$ cat src/rtl/doodle_pkg.sv
`default_nettype none
// ---------------------------------------------------------------------------
// doodle_pkg : state encodings and default geometry for doodle_jump_ctrl
// Revision   : 1.0
// ---------------------------------------------------------------------------
package doodle_pkg;

   typedef enum logic [3:0] {
      ST_I    = 4'b0001,
      ST_UP   = 4'b0010,
      ST_DOWN = 4'b0100,
      ST_DONE = 4'b1000
   } state_t;

   localparam int DEF_NUM_PLAT = 6;
   localparam int DEF_COORD_W  = 10;
   localparam int DEF_SCORE_W  = 16;
   localparam int DEF_DOODLE_R = 10;
   localparam int DEF_PLAT_W   = 64;
   localparam int DEF_PLAT_H   = 16;
   localparam int DEF_FLOOR_Y  = 515;
   localparam int DEF_V_MIDDLE = 275;

endpackage
`default_nettype wire

$ cat src/rtl/doodle_plat_scan.sv
`default_nettype none
// ---------------------------------------------------------------------------
// doodle_plat_scan : one-platform-per-cycle landing scan with hit comparator
// Revision         : 1.0
// ---------------------------------------------------------------------------
module doodle_plat_scan
   import doodle_pkg::*;
#(
   parameter int NUM_PLAT = DEF_NUM_PLAT,
   parameter int COORD_W  = DEF_COORD_W,
   parameter int DOODLE_R = DEF_DOODLE_R,
   parameter int PLAT_W   = DEF_PLAT_W,
   parameter int PLAT_H   = DEF_PLAT_H
) (
   input  logic                          Clk,
   input  logic                          Reset,
   input  logic                          start,
   input  logic [NUM_PLAT*COORD_W-1:0]   plat_x,
   input  logic [NUM_PLAT*COORD_W-1:0]   plat_y,
   input  logic [COORD_W-1:0]            doodle_x,
   input  logic [COORD_W-1:0]            doodle_y,
   input  logic [COORD_W-1:0]            scroll,
   output logic                          hit_now,
   output logic                          miss_done,
   output logic                          hit_valid,
   output logic [$clog2(NUM_PLAT)-1:0]   hit_idx,
   output logic                          busy
);

   localparam int IDX_W = $clog2(NUM_PLAT);
   localparam int W2    = COORD_W + 2;

   logic [COORD_W-1:0] px [NUM_PLAT];
   logic [COORD_W-1:0] py [NUM_PLAT];
   logic [IDX_W-1:0]   idx;
   logic [W2-1:0]      dx, dy, x_lo, x_hi, y_lo, y_hi;
   logic               last;

   generate
      for (genvar i = 0; i < NUM_PLAT; i++) begin : g_plat
         assign px[i] = plat_x[i*COORD_W +: COORD_W];
         assign py[i] = plat_y[i*COORD_W +: COORD_W];
      end
   endgenerate

   // Widened by two bits so bottom/right edges near the top of the range cannot wrap.
   always_comb begin
      dx   = W2'(doodle_x) + W2'(DOODLE_R);
      dy   = W2'(doodle_y) + W2'(DOODLE_R);
      x_lo = W2'(px[idx]);
      x_hi = x_lo + W2'(PLAT_W);
      y_lo = W2'(py[idx]) + W2'(scroll);
      y_hi = y_lo + W2'(PLAT_H);
   end

   assign hit_now   = busy && (dx >= x_lo) && (dx <= x_hi) && (dy >= y_lo) && (dy <= y_hi);
   assign last      = (idx == IDX_W'(NUM_PLAT - 1));
   assign miss_done = busy && last && !hit_now;

   always_ff @(posedge Clk or posedge Reset) begin
      if (Reset) begin
         busy      <= 1'b0;
         idx       <= '0;
         hit_valid <= 1'b0;
         hit_idx   <= '0;
      end else begin
         hit_valid <= hit_now;
         if (hit_now) begin
            hit_idx <= idx;
            busy    <= 1'b0;
            idx     <= '0;
         end else if (busy) begin
            if (last) begin
               busy <= 1'b0;
               idx  <= '0;
            end else begin
               idx <= idx + 1'b1;
            end
         end else if (start) begin
            busy <= 1'b1;
            idx  <= '0;
         end
      end
   end

endmodule
`default_nettype wire

$ cat src/rtl/doodle_jump_ctrl.sv
`default_nettype none
// ---------------------------------------------------------------------------
// doodle_jump_ctrl : jump/fall game FSM, score and platform landing control
// Option: DOODLE_SCROLL_EN enables the screen scroll register.  Revision 1.0
// ---------------------------------------------------------------------------
module doodle_jump_ctrl
   import doodle_pkg::*;
#(
   parameter int NUM_PLAT = DEF_NUM_PLAT,
   parameter int COORD_W  = DEF_COORD_W,
   parameter int SCORE_W  = DEF_SCORE_W,
   parameter int DOODLE_R = DEF_DOODLE_R,
   parameter int PLAT_W   = DEF_PLAT_W,
   parameter int PLAT_H   = DEF_PLAT_H,
   parameter int FLOOR_Y  = DEF_FLOOR_Y,
   parameter int V_MIDDLE = DEF_V_MIDDLE
) (
   input  logic                          Clk,
   input  logic                          Reset,
   input  logic                          Start,
   input  logic                          Ack,
   input  logic                          frame_tick,
   input  logic [COORD_W-1:0]            jump_height,
   input  logic [COORD_W-1:0]            up_count,
   input  logic [COORD_W-1:0]            doodle_x,
   input  logic [COORD_W-1:0]            doodle_y,
   input  logic [NUM_PLAT*COORD_W-1:0]   plat_x,
   input  logic [NUM_PLAT*COORD_W-1:0]   plat_y,
   output logic                          q_I,
   output logic                          q_Up,
   output logic                          q_Down,
   output logic                          q_Done,
   output logic [SCORE_W-1:0]            score,
   output logic [COORD_W-1:0]            scroll,
   output logic                          hit_valid,
   output logic [$clog2(NUM_PLAT)-1:0]   hit_idx,
   output logic                          scan_busy
);

   localparam int W2 = COORD_W + 2;

   state_t        state, state_nxt;
   logic          up_done, over_floor, hit_now, miss_done, scan_start;
   logic [W2-1:0] feet_y;

   assign up_done    = (up_count >= jump_height);
   assign feet_y     = W2'(doodle_y) + W2'(DOODLE_R);
   assign over_floor = (feet_y > W2'(FLOOR_Y));
   assign scan_start = (state == ST_DOWN) && frame_tick && !scan_busy;

   assign q_I    = state[0];
   assign q_Up   = state[1];
   assign q_Down = state[2];
   assign q_Done = state[3];

   always_ff @(posedge Clk or posedge Reset) begin
      if (Reset) state <= ST_I;
      else       state <= state_nxt;
   end

   always_comb begin
      state_nxt = state;
      case (state)
         ST_I:    if (Start)   state_nxt = ST_UP;
         ST_UP:   if (up_done) state_nxt = ST_DOWN;
         ST_DOWN: begin
            if (hit_now)                      state_nxt = ST_UP;
            else if (miss_done && over_floor) state_nxt = ST_DONE;
         end
         ST_DONE: if (Ack)     state_nxt = ST_I;
         default:              state_nxt = ST_I;
      endcase
   end

   always_ff @(posedge Clk or posedge Reset) begin
      if (Reset)
         score <= '0;
      else if (state == ST_I)
         score <= '0;
      else if ((state == ST_UP) && frame_tick && !up_done && (score != '1))
         score <= score + 1'b1;
   end

`ifdef DOODLE_SCROLL_EN
   logic [COORD_W-1:0] scroll_r;

   always_ff @(posedge Clk or posedge Reset) begin
      if (Reset)
         scroll_r <= '0;
      else if (state == ST_I)
         scroll_r <= '0;
      else if ((state == ST_UP) && frame_tick && (doodle_y <= COORD_W'(V_MIDDLE)) && (scroll_r != '1))
         scroll_r <= scroll_r + 1'b1;
   end

   assign scroll = scroll_r;
`else
   assign scroll = '0;
`endif

   doodle_plat_scan #(
      .NUM_PLAT (NUM_PLAT),
      .COORD_W  (COORD_W),
      .DOODLE_R (DOODLE_R),
      .PLAT_W   (PLAT_W),
      .PLAT_H   (PLAT_H)
   ) u_scan (
      .Clk       (Clk),
      .Reset     (Reset),
      .start     (scan_start),
      .plat_x    (plat_x),
      .plat_y    (plat_y),
      .doodle_x  (doodle_x),
      .doodle_y  (doodle_y),
      .scroll    (scroll),
      .hit_now   (hit_now),
      .miss_done (miss_done),
      .hit_valid (hit_valid),
      .hit_idx   (hit_idx),
      .busy      (scan_busy)
   );

endmodule
`default_nettype wire

$ cat config.mk
export PLATFORM = sky130hd
export DESIGN_NAME = doodle_jump_ctrl
export DESIGN_NICKNAME = d
export VERILOG_FILES = /design/src/rtl/doodle_pkg.sv /design/src/rtl/doodle_plat_scan.sv /design/src/rtl/doodle_jump_ctrl.sv
export SDC_FILE = /design/constraint.sdc
export NUM_CORES = 1
export LEC_CHECK = 0
export BUFFER_PORTS_ARGS = -buffer_cell sky130_fd_sc_hd__buf_2
export CAP_MARGIN = 5
export CORE_ASPECT_RATIO = 2
export CORE_UTILIZATION = 49
export CTS_BUF_LIST = sky130_fd_sc_hd__clkbuf_8
export CTS_CLUSTER_SIZE = 8
export DETAILED_ROUTE_END_ITERATION = 8
export GPL_TIMING_DRIVEN = 0
export HOLD_SLACK_MARGIN = 0.08
export PLACE_DENSITY = 0.83
export REMOVE_ABC_BUFFERS = 1
export SETUP_SLACK_MARGIN = 0.5
export SYNTH_ARGS = -nofsm -noshare
export SYNTH_HDL_FRONTEND = slang
export SYNTH_HIERARCHICAL = 1
export SYNTH_SLANG_ARGS = --single-unit
$ cat constraint.sdc
create_clock -name Clk -period 8 [get_ports Clk]
set_input_delay 1.2 -clock Clk [delete_from_list [all_inputs] [get_ports Clk]]
set_output_delay 1.2 -clock Clk [all_outputs]
set_load 0.02 [all_outputs]
==> metrics.yaml, run 1 <==
worstRegToRegCells: 19
grt_antenna_before_repair: 1
setup-violations-final: 0
critPathRequiredTime_ns: 8.13
critical_path.endpoint_type: "register"
grt_start_max_net_pins: 31
finalClockSkew_ns: 0.00531
finalWorstPathRequiredPeriod_ns: 5.85
yosysTopAreaCellShare: 0.170
num-nets-final: 923
detailed_place_hpwl_mm: 11.1
cts-hold-fix-buffers: 0
yosys.area.top_type: "ha_1"
tritoncts.num_buffers: 3
worst_setup_hold_path_clk_slew_ns: 0.09
grt_usage: 0.269
critPathArrivalTime_ns: 5.98
cts.htree.levels: 1
post_synth.cell_area_avg_um2: 8.73
grt.overflow.total: 0
detailed_place.area_um2: 5460
postSynth.asyncResetShare: 1.00
instances_no_fill: 797
final_cell_area_um2: 5500
area_growth_pct: 24.5
gp_routability_congestion: 0.911
run_status: "finished clean"
clock-root-buffer: "clkbuf_8"
transition_time_of_the_tightest_slew_check_pin_ns: 1.11
cts_num_sinks: 28
drc: 0
synth_top_cells_by_count: "60 x ha_1, 39 x a21oi_1, 38 x nor2_1"
synth.top_cells.by_area: "ha_1 17%, dfrtp_1 15%, mux4_2 10%"
finalWirelength_mm: 13.2
synth_most_common_cell: "ha_1"
synth.ff_latch_count: 28
hold_viol: 0
max-vdd-ir-drop_mv: 0.189
placementRows: 48
viasPerCell: 5.92
ant_nets: 0
worstSetupPathType: "register to register"
maxClockFrequency_mhz: 171
fp.dieH_um: 136
via_count: 4718
worst_skew_pair.late_latency_ns: 0.27
synth_warnings: 6
iter_0_drt_violations: 168
number_of_flops_mapped_to_enable_cells_by_yosys: 0
fin_tns_setup_ns: 0
worstPathMaxFanout: 26
die-width_um: 69.2
synthDistinctLibCells: 71
period_utilization: 0.731
number_of_global_route_vias_before_repair: 4756
rsz0062_at_grt: "no"
final_standard_cell_utilization_of_the_core: 0.632
post-cts-setup-buffer-count: 0
cts_buffer_depth: 2
synthesis.instances: 506
design.die.area_um2: 9430
core_ar_um2: 8710
hold_path.class: "register to register"
wire_length_of_the_first_global_routing_pass_mm: 21.0
synth.cell_area_um2: 4420
hold_depth: 1
initial_core_util: 0.507
synth.yosys.seq_area_share: 0.159
total_power_per_unit_cell_area_nw_per_um2: 336
timing.final.max_slew_violations: 0
cts_resized: 0
pin_count: 200
post_route_cells_drive_above_1_share: 0.332
power.leakage_nw: 2.80
max-slew-margin-rel: 0.262
cp-start-kind: "register"
place.port_buffers: 189
first_pass_iters: 4
reported_max_cap_violation_count: 0
numPlacedInstances: 792
dominantRegCellSynth: "dfrtp_1"
p_total_mw: 1.85
post_drt_wl_per_cell_um: 16.5
cts_tree: "done"
per-layer routing:
metal	vias up	global-route usage	part of all wire
met5	-	0	0
met4	0	0.0896	0.027
met3	30	0.0430	0.060
met2	190	0.564	0.58
met1	2244	0.254	0.34
li1	2254	-	-
kinds of logic (layout without fill, tap and decap cells):
logic type                 count (synthesis)  in the layout  synth area share
buffers and inverters                     61            231            0.0634
other                                      1             22          0.000849
and+or+nand+nor                          153            153             0.185
xor gates and xnor gates                  36             36            0.0730
adders and majority gates                 61             61             0.174
muxes                                     46             46             0.164
DFF                                       28             28             0.159
AOI/OAI and AO/OA                        120            120             0.180
where the power goes:
group | total, mW | internal [mW] | switching, mW
clock | 0.0757 | 0.0344 | 0.0413
combinational | 1.54 | 0.705 | 0.831
sequential | 0.239 | 0.167 | 0.0714
total | 1.85 | 0.906 | 0.943
flip-flops by register name, summed over array words and instances, names as in the netlist:
name              cells
u_scan/busy           1
state                 4
u_scan/hit_idx        3
u_scan/hit_valid      1
u_scan/idx            3
score                16
area by class of cell:
| type | instances | area (um^2) |
|---|---|---|
| diodes | 1 | 2.50 |
| clock buffers | 3 | 41.3 |
| clock inverters | 1 | 3.75 |
| fillers | 778 | 3210 |
| inverters | 36 | 135 |
| multi-input cells | 437 | 3520 |
| flip-flops and latches | 28 | 703 |
| well taps | 100 | 125 |
| repair buffers | 191 | 973 |
worst max-delay path, cell delays in order, from the launching register on:
cell	delay (ns)
dfrtp_1	1.08
nand2b_1	0.75
o21ai_0	0.26
ha_1	0.39
xnor2_1	0.19
ha_1	0.25
nand3b_1	0.15
nor3_1	0.08
xor2_1	0.16
ha_1	0.26
nand3_1	0.12
nor3_1	0.06
a21oi_1	0.09
o21ai_0	0.12
or4_1	0.52
o211a_1	0.32
nor4_2	0.36
o2111ai_1	0.16
a21oi_1	0.24
o32ai_1	0.13
layout by cell type, fill, tap and decap left out, types with 3 or more instances in the layout:
cell,synthesis,routed
dfrtp_1,27,26
o21bai_1,4,4
nand4_1,14,14
nand3b_1,3,3
conb_1,1,21
o21a_1,3,3
nand2_1,27,27
ha_1,60,60
nor3b_1,5,5
xor2_1,18,18
nor2_1,38,38
inv_1,36,37
xnor2_1,17,17
o211ai_1,5,5
o31ai_1,5,5
mux2_4,3,3
mux2i_1,23,23
mux4_2,20,20
or3_1,6,6
o21ai_0,25,25
or4_1,6,6
nor4_1,5,5
nand2b_1,4,4
nor3_1,9,9
nor2b_1,4,4
buf_2,4,189
clkbuf_8,0,3
nand3_1,19,19
a21oi_1,39,39
a21o_1,6,6
stage by stage:
| stage | worst slack, ns | hold slack [ns] |
|---|---|---|
| after global routing | 1.78 | 0.540 |
| after detailed placement | 2.11 | 0.503 |
| after global placement | 1.33 | 0.494 |
| after floorplan | 2.47 | 0.515 |
| after CTS | 2.09 | 0.529 |
| final | 2.15 | 0.529 |
final timing paths:
| check | start | endpoint | slack, ns |
|---|---|---|---|
| worst max-delay path | u_scan/idx[1]$_DFFE_PP0P_ | state[2]$_DFFE_PP0P_ | 2.15 |
| worst min-delay path | u_scan/hit_idx[0]$_DFFE_PP0N_ | u_scan/hit_idx[0]$_DFFE_PP0N_ | 0.53 |
| worst max register to register | u_scan/idx[1]$_DFFE_PP0P_ | state[2]$_DFFE_PP0P_ | 2.15 |
| worst min register to register | u_scan/hit_idx[0]$_DFFE_PP0N_ | u_scan/hit_idx[0]$_DFFE_PP0N_ | 0.53 |
| max in group asynchronous | Reset | state[1]$_DFFE_PP0P_ | 6.46 |
| min in group asynchronous | Reset | u_scan/hit_idx[0]$_DFFE_PP0N_ | 0.88 |
No activity file was read; power rests on OpenSTA's default activity.
==> run 2: changes to the inputs <==
==> constraint.sdc (replaced) <==
create_clock -name Clk -period 5.7 [get_ports Clk]
set_input_delay 0.855 -clock Clk [delete_from_list [all_inputs] [get_ports Clk]]
set_output_delay 0.855 -clock Clk [all_outputs]
set_load 0.02 [all_outputs]
==> run 2 against run 1 <==
Effect of this change:
- global-route usage about the same
- worst hold slack worse by 0.0021 ns
- clock skew barely moved
- fmax rose by 19%
- sequential power rose by 35%
- worst setup slack worse by 1.4 ns
- die area unchanged
- combinational power up 44%
- clock power grew 40%
- clock-buffer cell count stayed put
==> metrics.yaml, run 2 (synthesis results as in run 1) <==
hold_depth: 1  # unchanged
place.port_buffers: 189  # unchanged
grt.met1_usage: 0.256  # was 0.254
critPathArrivalTime_ns: 5.05  # was 5.98 ns
power.leakage_nw: 2.82  # was 2.80 nW
area_growth_pct: 26.1  # was 24.5%
grt.busiest_layer: "met2"  # unchanged
post_route_cells_drive_above_1_share: 0.341  # was 0.332
number_of_global_route_vias_before_repair: 4761  # was 4,756
fillCellCount: 772  # was 778
worstSetupPathType: "register to register"  # unchanged
cpMostUsedCell: "ha_1"  # unchanged
core_ar_um2: 8710  # unchanged
gp_routability_congestion: 0.911  # unchanged
timing.critical_path.slowest_stage_cell: "mux4_2"  # was dfrtp_1
finalWirelength_mm: 13.4  # was 13.2 mm
design.die.area_um2: 9430  # unchanged
iter_0_drt_violations: 165  # was 168
cts-hold-fix-buffers: 0  # unchanged
grt_start_max_net_pins: 31  # unchanged
post_drt_wl_per_cell_um: 16.7  # was 16.5 um
hold_viol: 0  # unchanged
transition_time_of_the_tightest_slew_check_pin_ns: 0.766  # was 1.11 ns
die-width_um: 69.2  # unchanged
max-slew-margin-rel: 0.489  # was 0.262
largestRegisters: "score (16), state (4)"  # unchanged
flip_flop_count_of_the_largest_register_after_layout: 16  # unchanged
critPathRequiredTime_ns: 5.84  # was 8.13 ns
finalWorstPathRequiredPeriod_ns: 4.91  # was 5.85 ns
max_incr_delay_on_cp_ns: 0.53  # was 1.08 ns
critical_path.endpoint_type: "register"  # unchanged
worst_setup_hold_path_clk_slew_ns: 0.09  # about the same
cts.htree.levels: 1  # unchanged
timing.critical_path.cells: "buf_16 > mux4_2 > nand2_1 > o21ai_0 > ha_1 > xnor2_1 > ha_1 > nand3b_1 > nor3_1 > xor2_1 > ha_1 > nand3_1 > nor3_1 > a21oi_1 > o21ai_0 > or4_1 > o211a_2 > nor4_4 > o2111ai_1 > a21oi_2 > o32ai_1"  # was nand2b_1 > o21ai_0 > ha_1 > xnor2_1 > ha_1 > nand3b_1 > nor3_1 > xor2_1 > ha_1 > nand3_1 > nor3_1 > a21oi_1 > o21ai_0 > or4_1 > o211a_1 > nor4_2 > o2111ai_1 > a21oi_1 > o32ai_1
hold_path.class: "register to register"  # unchanged
timing.final.max_slew_violations: 0  # unchanged
viasPerCell: 5.92  # about the same
numPlacedInstances: 792  # unchanged
drc: 0  # unchanged
p_total_mw: 2.65  # was 1.85 mW
switching_power_mw: 1.34  # was 943 uW
period_utilization: 0.862  # was 0.731
grt_usage: 0.270  # was 0.269
fp.dieH_um: 136  # unchanged
internal_power_mw: 1.31  # was 906 uW
cts_num_sinks: 28  # unchanged
max-vdd-ir-drop_mv: 0.279  # was 0.189 mV
layout_commonest_cell: "buf_2"  # unchanged
cts_tree: "done"  # unchanged
finalClockSkew_ns: 0.00496  # was 0.00531 ns
pin_count: 200  # unchanged
run_status: "finished clean"  # unchanged
rsz0062_at_grt: "no"  # unchanged
clock-root-buffer: "clkbuf_8"  # unchanged
setup-violations-final: 0  # unchanged
tritoncts.num_buffers: 3  # unchanged
initial_core_util: 0.507  # unchanged
top_register: "score"  # unchanged
num-nets-final: 925  # was 923
instances_no_fill: 799  # was 797
total_power_per_unit_cell_area_nw_per_um2: 475  # was 336 nW/um^2
grt_antenna_before_repair: 1  # unchanged
share_comb_of_total_power: 0.838  # was 0.830
power.share.clock: 0.040  # was 0.041
power.share.switching: 0.507  # was 0.510
placementRows: 48  # unchanged
ant_nets: 0  # unchanged
detailed_place_hpwl_mm: 11.1  # unchanged
final_standard_cell_utilization_of_the_core: 0.640  # was 0.632
first_pass_iters: 4  # unchanged
worst_skew_pair.late_latency_ns: 0.27  # about the same
seq_power_share: 0.122  # was 0.129
grt.overflow.total: 0  # unchanged
layout.cells.most_common_list: "189 x buf_2, 60 x ha_1, 38 x nor2_1, 38 x a21oi_1, 36 x inv_1"  # was 189 x buf_2, 60 x ha_1, 39 x a21oi_1
wire_length_of_the_first_global_routing_pass_mm: 21.0  # about the same
worstRegToRegCells: 21  # was 19
cts_buffer_depth: 2  # unchanged
via_count: 4728  # was 4,718
cp-start-kind: "register"  # unchanged
met2_usage_grt: 0.563  # was 0.564
worstPathMaxFanout: 15  # was 26
maxClockFrequency_mhz: 203  # was 171 MHz
reported_max_cap_violation_count: 0  # unchanged
groute.layer.met3.usage: 0.0430  # unchanged
==> run 2: stage by stage <==
step / hold WS, ns / worst slack, ns / instance area [um^2] / TNS, ns
floorplan: 0.515 / 0.174 / 4350 / 0
CTS: 0.529 / 0.598 / 5520 / 0
detailed placement: 0.503 / -0.188 / 5460 / -0.332
global placement: 0.494 / -0.967 / 5420 / -4.42
global route: 0.540 / 0.518 / 5570 / 0
finish: 0.527 / 0.785 / 5570 / 0
==> run 2: path summary, 6_finish.rpt <==
check	startpoint	to	slack, ns
max	u_scan/idx[0]$_DFFE_PP0P_	state[2]$_DFFE_PP0P_	0.79
min in group asynchronous	Reset	u_scan/hit_idx[0]$_DFFE_PP0N_	0.54
min	u_scan/hit_idx[0]$_DFFE_PP0N_	u_scan/hit_idx[0]$_DFFE_PP0N_	0.53
max in group asynchronous	Reset	state[1]$_DFFE_PP0P_	4.50
max reg2reg	u_scan/idx[0]$_DFFE_PP0P_	state[2]$_DFFE_PP0P_	0.79
min reg2reg	u_scan/hit_idx[0]$_DFFE_PP0N_	u_scan/hit_idx[0]$_DFFE_PP0N_	0.53
==> run 2: what timing repair did <==
action | CTS | global route
endpoints found under the setup margin | 7 | 2
setup buffers | 1 | 0
resized for setup | 5 | 5
gates cloned | 0 | 1
==> run 2: power groups by stage <==
stage | Combinational (mW) | Sequential, mW | Clock [mW]
floorplan | 1.55 | 0.379 | 0
global placement | 1.93 | 0.384 | 0
detailed placement | 2.09 | 0.339 | 0
CTS | 2.13 | 0.314 | 0.109
global route | 2.47 | 0.333 | 0.114
finish | 2.22 | 0.323 | 0.106
==> run 2: layout make-up <==
class / count / area [um^2] / share of cell area
Sequential cell: 28 / 709 / 0.127
Multi-Input combinational cell: 437 / 3540 / 0.635
Timing Repair Buffer: 193 / 1010 / 0.182
Inverter: 36 / 139 / 0.0249
Clock inverter: 1 / 3.75 / 0.000674
Tap cell: 100 / 125 / 0.0225
Clock buffer: 3 / 41.3 / 0.00741
Antenna cell: 1 / 2.50 / 0.000449
==> run 2: per-layer routing <==
| metal | vias up | wire (um) | share of wire |
|---|---|---|---|
| li1 | 2256 | - | - |
| met1 | 2245 | 4500 | 0.34 |
| met2 | 195 | 7700 | 0.58 |
| met3 | 32 | 796 | 0.060 |
| met4 | 0 | 376 | 0.028 |
| met5 | - | 0 | 0 |
==> run 2: critical path: cells and delay by family (launching register included) <==
family | cells | cell delay [ns]
AOI/OAI and AO/OA | 7 | 1.06
xor gates and xnor gates | 2 | 0.37
adders and majority gates | 3 | 0.88
buffers and inverters | 1 | 0.18
DFF | 1 | 0.47
muxes | 1 | 0.53
and+or+nand+nor | 7 | 1.30
==> run 3: changes to the inputs <==
--- a/config.mk
+++ b/config.mk
@@ -5,6 +5,7 @@
 export SDC_FILE = /design/constraint.sdc
 export NUM_CORES = 1
 export LEC_CHECK = 0
+export ABC_AREA = 1
 export BUFFER_PORTS_ARGS = -buffer_cell sky130_fd_sc_hd__buf_2
 export CAP_MARGIN = 5
 export CORE_ASPECT_RATIO = 2
@@ -14,7 +15,7 @@
 export DETAILED_ROUTE_END_ITERATION = 8
 export GPL_TIMING_DRIVEN = 0
 export HOLD_SLACK_MARGIN = 0.08
-export PLACE_DENSITY = 0.83
+export PLACE_DENSITY = 0.8
 export REMOVE_ABC_BUFFERS = 1
 export SETUP_SLACK_MARGIN = 0.5
 export SYNTH_ARGS = -nofsm -noshare
==> run 3 against run 2 <==
Effect of this change:
- clock skew hardly changed
- final area is 12% higher
- clock power is 51% higher
- total power is 11% higher
- combinational power is 11% higher
- worst hold slack worse by 0.054 ns
- critical path depth is 2 higher
- critical endpoint unchanged
==> metrics.yaml, run 3 <==
post-cts-setup-buffer-count: 0  # was 1
wire_length_of_the_first_global_routing_pass_mm: 23.4  # was 21.0 mm
postSynth.asyncResetShare: 1.00  # unchanged
max-vdd-ir-drop_mv: 0.334  # was 0.279 mV
gp_routability_congestion: 0.868  # was 0.911
reported_max_cap_violation_count: 0  # unchanged
number_of_global_route_vias_before_repair: 5627  # was 4,761
layout_commonest_cell: "buf_2"  # unchanged
drc: 0  # unchanged
top_register: "score"  # unchanged
flip_flop_count_of_the_largest_register_after_layout: 16  # unchanged
grt_usage: 0.265  # was 0.270
iter_0_drt_violations: 224  # was 165
cts_tree: "done"  # unchanged
rsz0062_at_grt: "no"  # unchanged
synth.top_cells.by_area: "ha_1 15%, dfrtp_1 13%, nand2_1 13%"  # was ha_1 17%, dfrtp_1 15%, mux4_2 10%
setup-violations-final: 0  # unchanged
critical_path.endpoint_type: "register"  # unchanged
synthDistinctLibCells: 48  # was 71
post_drt_wl_per_cell_um: 12.6  # was 16.7 um
first_pass_iters: 4  # unchanged
via_count: 5970  # was 4,728
yosysTopAreaCellShare: 0.146  # was 0.170
initial_core_util: 0.506  # was 0.507
timing.final.max_slew_violations: 0  # unchanged
core_ar_um2: 10100  # was 8710 um^2
detailed_place.area_um2: 6170  # was 5460 um^2
cts.htree.levels: 1  # unchanged
num-nets-final: 1237  # was 925
preCtsSetupSlack_ns: 0.941  # was -0.188 ns
grt.overflow.total: 0  # unchanged
viasPerCell: 5.21  # was 5.92
cts_num_sinks: 28  # unchanged
yosys.area.top_type: "ha_1"  # unchanged
cts-hold-fix-buffers: 0  # unchanged
finalWirelength_mm: 14.4  # was 13.4 mm
largestRegisters: "score (16), state (4)"  # unchanged
synth_most_common_cell: "nand2_1"  # was ha_1
synth.cell_area_um2: 5140  # was 4420 um^2
ant_nets: 0  # unchanged
cts_buffer_depth: 2  # unchanged
finalHoldWorstSlack_ns: 0.473  # was 0.527 ns
synth.yosys.seq_area_share: 0.137  # was 0.159
diodes: 0  # was 1
synth.ff_latch_count: 28  # unchanged
worst_skew_pair.late_latency_ns: 0.28  # was 0.27 ns
critPathRequiredTime_ns: 5.91  # was 5.84 ns
synthesis.instances: 833  # was 506
run_status: "finished clean"  # unchanged
finalWorstPathRequiredPeriod_ns: 4.67  # was 4.91 ns
finalClockSkew_ns: 0.00504  # was 0.00496 ns
max-slew-margin-rel: 0.347  # was 0.489
cp-start-kind: "register"  # unchanged
hold_path.class: "register to register"  # unchanged
fp.dieH_um: 147  # was 136 um
transition_time_of_the_tightest_slew_check_pin_ns: 0.978  # was 0.766 ns
area_growth_pct: 21.5  # was 26.1%
final_cell_area_um2: 6240  # was 5570 um^2
post_route_cells_drive_above_1_share: 0.241  # was 0.341
post_synth.cell_area_avg_um2: 6.17  # was 8.73 um^2
total_power_per_unit_cell_area_nw_per_um2: 470  # was 475 nW/um^2
worst_setup_hold_path_clk_slew_ns: 0.10  # was 0.09 ns
grt_antenna_before_repair: 0  # was 1
detailed_place_hpwl_mm: 11.8  # was 11.1 mm
layout.cells.most_common_list: "189 x buf_2, 172 x nand2_1, 115 x nor2_1"  # was 189 x buf_2, 60 x ha_1, 38 x nor2_1, 38 x a21oi_1, 36 x inv_1
placementRows: 52  # was 48
hold_viol: 0  # unchanged
worstSetupPathType: "register to register"  # unchanged
maxClockFrequency_mhz: 214  # was 203 MHz
power.leakage_nw: 3.57  # was 2.82 nW
worstPathMaxFanout: 63  # was 15
place.port_buffers: 189  # unchanged
synth_top_cells_by_count: "172 x nand2_1, 115 x nor2_1, 104 x inv_1"  # was 60 x ha_1, 39 x a21oi_1, 38 x nor2_1
final_critical_path_setup_slack_ns: 1.03  # was 0.785 ns
design.die.area_um2: 10900  # was 9430 um^2
number_of_flops_mapped_to_enable_cells_by_yosys: 0  # unchanged
critPathArrivalTime_ns: 4.87  # was 5.05 ns
synth_warnings: 6  # unchanged
die-width_um: 74.4  # was 69.2 um
period_utilization: 0.819  # was 0.862
grt_start_max_net_pins: 64  # was 31
p_total_mw: 2.94  # was 2.65 mW
dominantRegCellSynth: "dfrtp_1"  # unchanged
clock-root-buffer: "clkbuf_8"  # unchanged
pin_count: 200  # unchanged
tritoncts.num_buffers: 3  # unchanged
==> run 3: cell count changes after synthesis, sizes merged, moves of 7 or more <==
cell / delta
nand3: +85
o311ai: +19
nand2: +162
o21ai: +11
nor2: +87
inv: +72
or3: -7
a21oi: -12
mux2i: -23
clkbuf: +7
mux4: -20
==> run 3: repair_timing <==
action / CTS / global route
endpoints found under the setup margin: 0 / 4
resized for setup: 0 / 1
endpoints found under the hold margin: 0 / 0
==> run 3: cell type report <==
| type | count | area, um^2 |
|---|---|---|
| Sequential cell | 28 | 704 |
| Clock inverter | 1 | 30.0 |
| Timing Repair Buffer | 191 | 986 |
| Inverter | 109 | 414 |
| Tap cell | 135 | 169 |
| Fill cell | 1041 | 3910 |
| Clock buffer | 3 | 41.3 |
| Multi-Input combinational cell | 678 | 3900 |
==> run 3: power by group <==
part	total [mW]	internal, mW	switching [mW]
Combinational	2.47	0.917	1.55
Clock	0.160	0.0943	0.0661
Sequential	0.305	0.242	0.0625
==> run 3: worst max-delay path: stages, from the launching register on <==
cell	delay (ns)
dfrtp_2	0.51
inv_2	0.73
nor2_1	0.09
o311ai_0	0.38
nand2_1	0.08
o21ai_0	0.11
ha_1	0.25
nand4_1	0.18
nand2_4	0.13
ha_1	0.20
nand3_1	0.12
nor3_1	0.20
xor2_1	0.12
ha_1	0.31
nand3_1	0.09
inv_1	0.06
nand2_1	0.05
a21oi_1	0.24
nand2_4	0.11
nand3_4	0.12
inv_6	0.07
nor2_1	0.13
nand2_1	0.12
a21boi_0	0.17
==> run 3: logic make-up after synthesis <==
| logic type | synth area share |
|---|---|
| AOI/OAI and AO/OA | 0.115 |
| xor gates and xnor gates | 0.0614 |
| adders and majority gates | 0.150 |
| buffers and inverters | 0.120 |
| DFF | 0.137 |
| other | 0.000730 |
| and+or+nand+nor | 0.417 |
==> run 3: metal layers <==
layer	wire length, um	global-route usage	vias to the layer above	share of wire
met5	0	0	-	0
met4	406	0.0934	0	0.028
met3	518	0.0199	31	0.036
met2	7940	0.530	171	0.55
met1	5550	0.266	2704	0.39
li1	-	-	3064	-
==> run 3: stage by stage <==
step	util	std cells	setup TNS (ns)
global route	0.615	1145	0
CTS	0.615	1145	0
floorplan	-	815	0
finish	0.615	1145	0
global placement	0.604	1139	-1.08
detailed placement	0.608	1141	0
==> run 3: path summary, 6_finish.rpt <==
path | from | endpoint | slack, ns | cells after the start
min in group asynchronous | Reset | u_scan/hit_idx[2]$_DFFE_PP0N_ | 0.51 | 2
worst max-delay path | u_scan/idx[0]$_DFFE_PP0P_ | state[2]$_DFFE_PP0P_ | 1.03 | 23
worst min-delay path | u_scan/hit_idx[2]$_DFFE_PP0N_ | u_scan/hit_idx[2]$_DFFE_PP0N_ | 0.47 | 2
worst max register to register | u_scan/idx[0]$_DFFE_PP0P_ | state[2]$_DFFE_PP0P_ | 1.03 | 23
worst min register to register | u_scan/hit_idx[2]$_DFFE_PP0N_ | u_scan/hit_idx[2]$_DFFE_PP0N_ | 0.47 | 2
max in group asynchronous | Reset | score[10]$_DFFE_PP0P_ | 4.48 | 2
